<file path="src/rtl/dmem_access_unit.sv">
// Load/store unit between the core data port and a word-wide synchronous RAM (RV32I LB/LH/LW/LBU/LHU/SB/SH/SW).
// Define DMEM_MISALIGN_CHECK_EN to reject misaligned LH/LHU/SH/LW/SW with rsp_err instead of lane-selecting.
module dmem_access_unit #(
  parameter  int ADDR_W    = 32,
  parameter  int RAM_WORDS = 1024,
  parameter  int RD_LAT    = 1,
  localparam int AW        = $clog2(RAM_WORDS)
) (
  input  logic              CLK,
  input  logic              RESET_N,
  input  logic              req_valid,
  output logic              req_ready,
  input  logic              req_we,
  input  logic [2:0]        req_funct3,
  input  logic [ADDR_W-1:0] req_addr,
  input  logic [31:0]       req_wdata,
  output logic              rsp_valid,
  output logic [31:0]       rsp_rdata,
  output logic              rsp_err,
  output logic [AW-1:0]     ram_addr,
  output logic              ram_rden,
  output logic              ram_wren,
  output logic [31:0]       ram_wdata,
  input  logic [31:0]       ram_q
);

  typedef enum logic [1:0] {IDLE, RD_WAIT, WRITE, RESP} state_t;

  typedef struct packed {
    logic        we;
    logic [2:0]  f3;
    logic [1:0]  off;
    logic [31:0] wdata;
  } req_t;

  localparam logic [1:0] LAT_M1 = 2'(RD_LAT - 1);

  state_t     state, state_nx;
  req_t       rq;
  logic       err_q;
  logic [1:0] cnt;
  logic       accept, bad, unsup, misalign;

  if (ADDR_W > AW + 2) begin : g_hi
    logic unused_hi;
    assign unused_hi = ^req_addr[ADDR_W-1:AW+2];
  end

  function automatic logic [31:0] load_ext(input logic [2:0] f3, input logic [1:0] off,
                                           input logic [31:0] w);
    logic [7:0]  b;
    logic [15:0] h;
    b = 8'(w >> {off, 3'b000});
    h = off[1] ? w[31:16] : w[15:0];
    case (f3)
      3'b000:  load_ext = {{24{b[7]}}, b};
      3'b001:  load_ext = {{16{h[15]}}, h};
      3'b100:  load_ext = {24'h0, b};
      3'b101:  load_ext = {16'h0, h};
      default: load_ext = w;
    endcase
  endfunction

  // Sub-word stores overwrite only their lane of the word just read back.
  function automatic logic [31:0] merge(input logic [2:0] f3, input logic [1:0] off,
                                        input logic [31:0] w, input logic [31:0] d);
    logic [31:0] mask, data;
    if (f3[1:0] == 2'b00) begin
      mask = 32'h0000_00FF << {off, 3'b000};
      data = {24'h0, d[7:0]} << {off, 3'b000};
    end else begin
      mask = 32'h0000_FFFF << {off[1], 4'b0000};
      data = {16'h0, d[15:0]} << {off[1], 4'b0000};
    end
    merge = (w & ~mask) | data;
  endfunction

  assign req_ready = (state == IDLE);
  assign accept    = req_valid & req_ready;

  always_comb begin
    unsup = req_we ? (req_funct3[2] || req_funct3[1:0] == 2'b11)
                   : (req_funct3 == 3'b011 || req_funct3[2:1] == 2'b11);
`ifdef DMEM_MISALIGN_CHECK_EN
    misalign = (req_funct3[1:0] == 2'b01 && req_addr[0]) ||
               (req_funct3[1:0] == 2'b10 && req_addr[1:0] != 2'b00);
`else
    misalign = 1'b0;
`endif
    bad = unsup | misalign;
  end

  always_ff @(posedge CLK or negedge RESET_N) begin
    if (!RESET_N) begin
      state    <= IDLE;
      rq       <= '0;
      err_q    <= 1'b0;
      cnt      <= '0;
      ram_addr <= '0;
    end else begin
      state <= state_nx;
      cnt   <= (state == RD_WAIT) ? cnt + 2'd1 : 2'd0;
      if (accept) begin
        rq       <= '{we: req_we, f3: req_funct3, off: req_addr[1:0], wdata: req_wdata};
        err_q    <= bad;
        ram_addr <= req_addr[AW+1:2];
      end
    end
  end

  // RAM strobes and the response are decoded from state so reset removes them immediately.
  always_comb begin
    state_nx  = state;
    ram_rden  = 1'b0;
    ram_wren  = 1'b0;
    ram_wdata = 32'h0;
    rsp_valid = 1'b0;
    rsp_rdata = 32'h0;
    rsp_err   = 1'b0;
    case (state)
      IDLE: begin
        if (accept) begin
          if (bad)                               state_nx = RESP;
          else if (req_we && req_funct3 == 3'b010) state_nx = WRITE;
          else                                   state_nx = RD_WAIT;
        end
      end
      RD_WAIT: begin
        ram_rden = (cnt == 2'd0);
        if (cnt == LAT_M1) state_nx = rq.we ? WRITE : RESP;
      end
      WRITE: begin
        ram_wren  = 1'b1;
        ram_wdata = (rq.f3 == 3'b010) ? rq.wdata : merge(rq.f3, rq.off, ram_q, rq.wdata);
        state_nx  = RESP;
      end
      RESP: begin
        rsp_valid = 1'b1;
        rsp_err   = err_q;
        rsp_rdata = (err_q || rq.we) ? 32'h0 : load_ext(rq.f3, rq.off, ram_q);
        state_nx  = IDLE;
      end
      default: state_nx = IDLE;
    endcase
  end

endmodule

</file>
<file path="config.mk">
export PLATFORM = sky130hd
export DESIGN_NAME = dmem_access_unit
export DESIGN_NICKNAME = d
export VERILOG_FILES = /design/src/rtl/dmem_access_unit.sv
export SDC_FILE = /design/constraint.sdc
export NUM_CORES = 1
export LEC_CHECK = 0
export CORE_AREA = 8 8 104 106
export DETAILED_ROUTE_END_ITERATION = 7
export DIE_AREA = 0 0 112 114
export GPL_TIMING_DRIVEN = 0
export PLACE_DENSITY = 0.87
export SLEW_MARGIN = 20
export SYNTH_ARGS = -nofsm -noshare
export SYNTH_HDL_FRONTEND = slang
export SYNTH_SLANG_ARGS = --single-unit
</file>
<file path="constraint.sdc">
create_clock -name CLK -period 5 [get_ports CLK]
set_input_delay 0.75 -clock CLK [delete_from_list [all_inputs] [get_ports CLK]]
set_output_delay 0.75 -clock CLK [all_outputs]
set_load 0.01 [all_outputs]
</file>
; Word level (Yosys, flattened, before mapping)
; Index checks and enable logic that the tools add are counted.
[word_totals]
memories = 0
reg_bits = 53
ram_bits = 0
latchBits = 0
out_inout_bits = 79
mem_bits_ro = 0
in_bits = 103
wordCells = 62
[op_classes]
order_cmp = 0
n_mux = 22
n_eq_ne = 13
bitwise_logic = 4
addsub = 1
div = 0
n_reduce_logical = 9
shifts = 5
mul = 0
[ops]
columns = operator, count
row1 = 32-bit two-way mux, 8
row2 = 32-bit case mux with 4 select lines, 1
row3 = 32-bit bitwise AND, 1
row4 = 32-bit inverter, 1
row5 = 32-bit OR, 1
row6 = 16-bit by 5-bit left shift with 32-bit output, 1
row7 = 16-bit by 5-bit left shift with 32-bit output (first input constant), 1
row8 = 8-bit by 5-bit left shift with 32-bit output, 1
row9 = 8-bit by 5-bit left shift with 32-bit output (first input constant), 1
row10 = 32-bit by 5-bit right shift with 8-bit output, 1
row11 = 16-bit two-way mux, 1
row12 = 2-bit two-way mux, 5
row13 = 3-bit by 2-bit equality test with 1-bit output (second input constant), 3
row14 = 2-bit equality test (second input constant), 4
row15 = 2-bit case mux with 4 select lines, 1
row16 = 3-bit equality test (second input constant), 2
row17 = 2-bit zero test, 3
row18 = 1-bit two-way mux, 6
row19 = 2-bit by 1-bit inequality test with 1-bit output (second input constant), 2
row20 = 3-bit by 1-bit equality test with 1-bit output (second input constant), 1
row21 = 3-bit zero test, 1
row22 = 1-bit logical OR, 3
row23 = 2-bit by 1-bit adder with 2-bit output (second input constant), 1
row24 = 2-bit by 1-bit equality test with 1-bit output (second input constant), 1
row25 = 3 further kinds, 3

; Logic depth before layout (Yosys ltp)
[depth]
depth_word = 8
depth_mapped = 7
ltp_nobuf = 6

; Worst setup path after synthesis
; OpenSTA, ideal clock, no wires.
[synth_timing]
kind = input port to output port
from = input port ram_q[31]
to = output port rsp_rdata[21]
path_slack_ns = 2.213
stages = 6
n_path_buf = 2
t_arrival_ns = 2.037
t_required_ns = 4.250
path_cell_list = mux4_2 -> and2_1 -> buf_6 -> o31ai_4 -> buf_6 -> a21oi_1
[synth_between]
elab_chain_cells = 4
word_cells_on_any_way = 5
cone_classes = 1 x shift / 4 x mux
[synth_lines]
columns = element, line_no
row1 = start: declaration, 24  ; input logic [31:0] ram_q
row2 = 32-bit by 5-bit right shift with 8-bit output or 16-bit two-way mux (tied branches), "53, 54"
row3 = 32-bit case mux with 4 select lines (*), 55  ; case (f3)
row4 = 32-bit two-way mux (*), 140  ; rsp_rdata = (err_q || rq.we) ? 32'h0 : load_ext(rq.f3, rq.off, ram_q);
row5 = 32-bit two-way mux (*), 120  ; case (state)
row6 = end: declaration, 18  ; output logic [31:0] rsp_rdata,
; Every way passes the cells marked *; elsewhere a longest branch is shown, timed or not.

; Worst setup path after layout
[layout_timing]
from = input port ram_q[31]
to = output port rsp_rdata[22]
; The elaborated chain is that of the path after synthesis.

==> Implementation_results.wiki <==
{| class="wikitable"
! Metric !! Value
|-
| Detailed-route vias per instance || ~5.7
|-
| CP Capture Type || primary output
|-
| # setup viols final || 0
|-
| Height of the chip || 114 um
|-
| Routed wire length per instance || 21.54 um
|-
| Post-cts sizing count || 0
|-
| Detailed-route DRC error count || 0
|-
| Number of flip-flops and latches in the synthesized netlist || 53
|-
| Async SR Flop Fraction || 1.000
|-
| Depth of the worst hold-timing path || 1
|-
| Fin Setup TNS || 0 ps
|-
| Min-Delay Path Class || reg2reg
|-
| Worst Min Path Start || cnt[0]$_DFF_PN0_
|-
| Layout fillers || 769
|-
| Crit path setup slack, layout || ~880 ps
|-
| Netlist cell types || 38
|-
| Overall Global Routing Usage || 0.2221
|-
| Reg2reg end || rq[12]$_DFFE_PN0P_
|-
| Post-synthesis net count || 505
|-
| Detailed router's first-iteration violation count || 255
|-
| Setup crit start kind || primary input
|-
| Maximum number of pins on one net before global-route repair || between 50 and 60
|-
| Worst-case vdd ir drop || 324.4 uV
|-
| Number of buffers inserted by hold repair at cts || 0
|-
| HPWL Detailed || around 12 mm
|-
| Total setup buffers inserted after CTS || 0
|-
| Gate count after technology mapping || 397
|-
| Layout cells sized above 1 || 0.1327
|-
| Critical path data required time || about 4300 ps
|-
| Share of the synthesized area in the top cell type || 0.3633
|-
| IO Port Bufs || 161
|-
| CTS Buf Count || 5
|-
| Ys flop type || dfrtp_1
|-
| Clock insertion delay at the later pin of the skew report || 310 ps
|-
| Final wirelength || 14.56 mm
|-
| Final critical-path share of the clock period || 0.8240
|-
| Die ar. || 12770 um^2
|-
| Area growth from synthesis to layout || 50.72%
|-
| Starting Density || 0.4008
|-
| Ys Warns || 0
|-
| Die width || 112 um
|-
| Average cell area after synthesis || 9.196 um^2
|-
| Number of sinks on the clock net || 53
|-
| R2r startpoint || state[0]$_DFFE_PN0P_
|-
| Reg clk slew, reported paths || 90 ps
|-
| CTS tree || yes
|-
| Via count of the first global-routing pass || 4128
|-
| Boundary Pins || between 150 and 200
|-
| Least-Margin Pin Slew || 787.5 ps
|-
| Leakage || 2.297 nW
|-
| Final hold violation count || 0
|-
| Setup repair after global routing missed its margin || no
|-
| Clock tree buffer depth || 2
|-
| Netlist area before placement || roughly 3700 um^2
|-
| Number of max-slew violations in the final report || 0
|-
| Hold worst-path end || cnt[0]$_DFF_PN0_
|-
| Final antenna diode count || 0
|-
| Part of the Yosys area used for sequential elements || 0.3633
|-
| Most area-hungry cell type in the Yosys netlist || dfrtp_1
|-
| Overflow left after global routing || 0
|-
| Post-route ant nets || 0
|-
| First drt pass iteration count || 7
|-
| Placement-stage worst setup slack || 910.4 ps
|-
| Max H-tree Level || 2
|-
| Total of max-cap violations || 0
|-
| Maximum cell stage delay along the critical path || 530 ps
|-
| Fin Clk Skew || roughly 7.6 ps
|-
| Post-synth EDFFs || 0
|-
| Critical path fanouts, max || 10
|-
| CTS Root Buffer Type || clkbuf_8
|-
| Status || finished, final reports clean
|-
| Minimum period implied by the final worst setup slack || between 4000 and 5000 ps
|-
| Arrival time of the worst setup path || 3370 ps
|-
| Number of standard-cell rows in the floorplan || 35
|-
| Reg2reg setup slack || a little under 3000 ps
|-
| Largest cells by area after synthesis || dfrtp_1, mux2_2, a21oi_1
|-
| Max Clk Rate || ~240 MHz
|-
| Sequence of cells on the critical path || clkdlybuf4s50_1 > mux4_2 > and2_1 > buf_6 > o31ai_4 > buf_6 > a21oi_1 > clkdlybuf4s50_1
|-
| Initial antenna violation count || 0
|-
| Number of vias after detailed routing || 3853
|-
| Relative max-transition margin || 0.4750
|-
| Type of the setup path with the least slack || in2out
|-
| Pwr per Cell Area || 618.3 nW/um^2
|-
| Most numerous cell types in the synthesized netlist || mux2_2, a21oi_1, dfrtp_1
|-
| Most repeated cell in the gate-level netlist after synthesis || mux2_2
|-
| Register-to-Register Path Depth || 5
|-
| Wire length of the first global-routing pass || about 22 mm
|-
| Slowest cell on the critical path || clkdlybuf4s50_1
|-
| Final net count || 673
|-
| Core Box Area || 9109 um^2
|-
| Routability congestion estimate || between 0.9 and 1
|}
metrics by stage:
stage	hold WS [ps]	total power, mW	util	cell area (um^2)	instances
finish	443.3	3.403	0.6041	5503	676
global route	455.4	3.627	0.6041	5503	676
CTS	449.5	3.396	0.6041	5503	676
detailed placement	436.1	3.106	0.5927	5399	669
global placement	414.4	3.041	0.5930	5401	669
floorplan	402.7	2.098	-	3651	397
critical path: cells and delay by family:
kind,cells,cell delay (ps)
multiplexers,1,500
AO/OA/AOI/OAI,2,510
AND/OR/NAND/NOR,1,170
buffers and inverters,4,1420
cell usage in the layout, fill, tap and decap left out, drive strengths merged, types with 20 or more instances in the layout:
| cell | count |
|---|---|
| inv | 25 |
| dfrtp | 53 |
| o21ai | 34 |
| nand2 | 20 |
| clkdlybuf4s50 | 160 |
| mux2 | 54 |
| nor2 | 25 |
| clkbuf | 20 |
| mux2i | 24 |
| a21oi | 53 |
worst max path at each step:
stage          startpoint            end
2_1_floorplan   ram_q[31]  rsp_rdata[21]
3_3_place_gp    ram_q[23]  rsp_rdata[22]
3_5_place_dp    ram_q[23]  rsp_rdata[22]
4_1_cts         ram_q[23]  rsp_rdata[22]
5_1_grt         ram_q[31]  rsp_rdata[22]
6_report        ram_q[31]  rsp_rdata[22]
cells by family after synthesis:
group,Yosys count,share of synthesized area
DFF,53,0.3633
muxes,79,0.2385
adders and majority gates,5,0.01714
AOI/OAI and AO/OA,132,0.2224
buffers and inverters,55,0.06408
and+or+nand+nor,73,0.09459
cell type report:
type,instances,area (um^2),share of cell area
Buffer,30,140.1,0.02547
Clock buffer,5,68.82,0.01251
Clock inverter,2,35.03,0.006367
Inverter,25,93.84,0.01705
Multi-Input combinational cell,289,2091,0.3799
Sequential cell,53,1326,0.2410
Tap cell,111,138.9,0.02524
Timing Repair Buffer,161,1609,0.2924
report_power, final:
part	switching, mW	internal, mW	leakage, nW
Combinational	1.17	1.12	1.61
Sequential	0.175	0.647	0.632
Clock	0.141	0.146	0.0540
Total	1.49	1.91	2.30
state kept, by name (all words and copies together) (netlist names):
name	cells
rq	38
ram_addr	10
cnt	2
err_q	1
state	2
per-layer routing:
metal | wire, um | global-route usage | vias up
li1 | - | - | 1779
met4 | 524 | 0.1169 | 0
met5 | 0 | 0 | -
met1 | 5856 | 0.2562 | 1821
met2 | 7059 | 0.3772 | 218
met3 | 1120 | 0.05283 | 35
Note: power is estimated with default switching activity, not from simulation.
==> RTL change 1: new RTL, same flow settings <==
The 4 states of `state_t` get a one-hot encoding in 4 bits.
--- a/src/rtl/dmem_access_unit.sv
+++ b/src/rtl/dmem_access_unit.sv
@@ -26,3 +26,3 @@
 
-  typedef enum logic [1:0] {IDLE, RD_WAIT, WRITE, RESP} state_t;
+  typedef enum logic [3:0] {IDLE = 4'b0001, RD_WAIT = 4'b0010, WRITE = 4'b0100, RESP = 4'b1000} state_t;
 
Behaviour: no difference found for any inputs over 10 cycles, from zero or initial values and one cycle with RESET_N low; not proved beyond that.
==> RTL change 1 against the original RTL <==
  * Wire length grew 3.5%
  * Critical path depth is the same
  * Synthesized area is 2.5% higher
  * Total power down 22%
  * Largest cell class unchanged
  * Clock power decreased by 5%
  * Core utilization rose by 0.99 points
  * Largest power group unchanged
  * Sequential cell count is 2 higher
  * Setup slack better by 0.28 ns
  * Critical endpoint is now rsp_rdata[30]
  * Final area increased by 1.6%
==> RTL change 1: results (changes against the original RTL) <==
synthAdderAreaFrac_pct: 0.334  # -1.4 points
avgViaCountPerCell: 5.82  # +2.2%
dr_total_vias: 4118  # +6.9%
sh_seq_area_pct: 24.6  # +0.53 points
grt_usage_pct: 23.1  # +0.92 points
dpl.cell_count: 699  # +4.5%
utilization_pct: 61.4  # +0.99 points
synth_mux_area_share_pct: 19.6  # -4.3 points
clkPwrFrac_pct: 10.2  # +1.8 points
reg_top3: "rq (38), ram_addr (10), state (4)"
grt_pass1_vias: 4168  # +0.97%
ys_top_cells_by_count: "59 x a21oi_1, 56 x mux2_2, 54 x dfrtp_1"
bufAreaShareNonClock_pct: 31.4  # -0.42 points
synth.area.top_cells: "dfrtp_1 36%, mux2_2 17%, a21oi_1 7.9%, nand2_1 3.8%, o21ai_0 3.3%"
synth-seq-area-share_pct: 36.8  # +0.48 points
fin_skew_ns: 0.00590  # -0.00169 ns
dpl-instance-area_mm2: 0.00549  # +1.7%
power.leakage_nw: 2.23  # -3.0%
outcome: "completed"
syn_nets: 531  # +5.1%
clkCellAreaFrac_pct: 1.83  # -0.053 points
hp-class: "primary input to asynchronous set/reset pin"
dp_hpwl_mm: 12.3  # +5.4%
synth_seq_cells: 55  # +3.8%
place_congestion: 0.925  # -3.8%
r2r_start: "state[0]$_DFFE_PN1P_"
p_sw_w: 0.00118  # -21%
grt_max_degree: 56  # +3.7%
powerClk_w: 0.000272  # -5%
wl_per_cell_um: 21.3  # -1.0%
[RTL change 1: routing by layer]
metal | wire length, um | share of wire [%]
met3 | 1570 | 10
met1 | 5990 | 40
met5 | 0 | 0
met2 | 7120 | 47
met4 | 396 | 2.6
[RTL change 1: worst max-delay path, stage by stage]
cell	delay, ns
clkdlybuf4s50_1	0.50
mux4_2	0.50
and2_4	0.17
buf_6	0.13
o21bai_4	0.25
buf_6	0.19
a21oi_1	0.07
clkdlybuf4s50_1	0.52
[RTL change 1: worst paths after layout]
kind,to,slack (ns),depth (start not counted)
setup / recovery,rsp_rdata[30],1.16,8
hold / removal,rq[32]$_DFFE_PN0P_,0.45,1
setup reg to reg,rq[37]$_DFFE_PN0P_,3.15,4
hold reg to reg,cnt[0]$_DFF_PN0_,0.46,1
max in group asynchronous,rq[7]$_DFFE_PN0P_,4.06,1
min in group CLK,cnt[0]$_DFF_PN0_,0.46,1
==> RTL change 2: new RTL, config.mk and constraints unchanged <==
Made on the original files. The option `DMEM_MISALIGN_CHECK_EN` is turned on by a define.
--- a/src/rtl/dmem_access_unit.sv
+++ b/src/rtl/dmem_access_unit.sv
@@ -2,2 +2,4 @@
 // Define DMEM_MISALIGN_CHECK_EN to reject misaligned LH/LHU/SH/LW/SW with rsp_err instead of lane-selecting.
+`define DMEM_MISALIGN_CHECK_EN
+
 module dmem_access_unit #(
Function: changed (Yosys sat finds a counterexample within 4 cycles, from zero or initial values and one cycle with RESET_N low).
==> RTL change 2 against the original RTL <==
  * First-iteration DRC count rose by 8.2%
  * Clock power fell by 13%
  * Wire length shrank 4.3%
  * Setup slack better by 0.061 ns
  * Final area increased by 0.59%
  * Sequential share of layout area decreased by 0.14 points
  * Largest cell class unchanged
  * Non-clock buffer count fell by 2
  * Sequential cell count stayed put
  * Register-to-register slack better by 0.05 ns
  * Clock skew fell by 0.0022 ns
  * Synthesized area increased by 1.3%
  * Count of clock-buffer cells in the layout unchanged
  * Core utilization is 0.36 points higher
  * Total power shrank 3.1%
==> RTL change 2: results (changes against the original RTL) <==
synth_most_common_cell: "dfrtp_1"
grt_usage_pct: 21.1  # -1.1 points
wl_met1_mm: 5.67  # -3.1%
met3WireLength_um: 919  # -18%
holdWs_ns: 0.435  # -0.00819 ns
wirelength_mm: 13.9  # -4.3%
rrSetupSlack_ns: 3.00  # +0.05 ns
dr_total_vias: 3791  # -1.6%
outcome: "completed"
grt_pass1_wl_mm: 21.5  # -3.5%
ir_drop_mv: 0.322  # -0.69%
clkCellAreaFrac_pct: 1.63  # -0.26 points
bufAreaShareNonClock_pct: 31.4  # -0.44 points
switching_share_pct: 43.7  # about the same
fillCellCount: 815  # +6.0%
ys_top_cells_by_count: "53 x dfrtp_1, 51 x mux2_2, 43 x a21oi_1"
r2r_end: "rq[3]$_DFFE_PN0P_"
grt.met2_usage_pct: 37.5  # -0.20 points
ys_types: 37  # -2.6%
synth.area.top_cells: "dfrtp_1 36%, mux2_2 16%, mux2i_1 9.5%, a21oi_1 5.8%, o21ai_0 4.2%"
arrival_ns: 3.31  # -0.06 ns
dpl-instance-area_mm2: 0.00545  # +0.86%
drtIter0Drc: 276  # +8.2%
fin_skew_ns: 0.00544  # -0.00216 ns
met3_usage_pct: 4.70  # -0.58 points
seq_cells: 53  # unchanged
final_cells: 677  # +0.15%
## RTL change 2: cell types whose count changed after synthesis, sizes merged, moves of 3 or more
| cell | change |
|---|---|
| nor3 | +5 |
| o22ai | -4 |
| mux2i | +11 |
| o221a | +3 |
| buf | -4 |
| o221ai | -3 |
| a221oi | +4 |
| a31oi | -3 |
| a21oi | -10 |
| o211ai | -4 |
| nor2b | +4 |
| mux2 | -3 |
## RTL change 2: worst max path at each step
stage	startpoint	end	slack, ns	depth (start not counted)
2_1_floorplan	ram_q[31]	rsp_rdata[21]	2.21	6
3_3_place_gp	ram_q[23]	rsp_rdata[22]	0.99	8
4_1_cts	ram_q[15]	rsp_rdata[22]	0.95	8
5_1_grt	ram_q[15]	rsp_rdata[24]	0.85	8
3_5_place_dp	ram_q[15]	rsp_rdata[22]	0.95	8
6_report	ram_q[15]	rsp_rdata[22]	0.94	8
## RTL change 2: worst register-to-register path: stages (launching register included)
cell,delay (ns)
dfrtp_1,0.43
inv_1,0.09
ha_1,0.28
nand2_1,0.19
buf_1,0.50
mux2_2,0.42
## RTL change 2: cell families after synthesis
| family | count (synthesis) | synth area share [%] |
|---|---|---|
| muxes | 87 | 25.6 |
| and+or+nand+nor | 84 | 10.8 |
| AOI/OAI and AO/OA | 115 | 20.1 |
| DFF | 53 | 35.9 |
| buffers and inverters | 53 | 5.96 |
| adders and majority gates | 5 | 1.69 |
## RTL change 2: power groups by stage
stage	Combinational (W)	Sequential, W	Clock, W
global route	0.00240	0.000852	0.000274
floorplan	0.00131	0.000789	0
detailed placement	0.00222	0.000833	0
finish	0.00222	0.000824	0.000248
global placement	0.00215	0.000816	0
CTS	0.00223	0.000822	0.000253
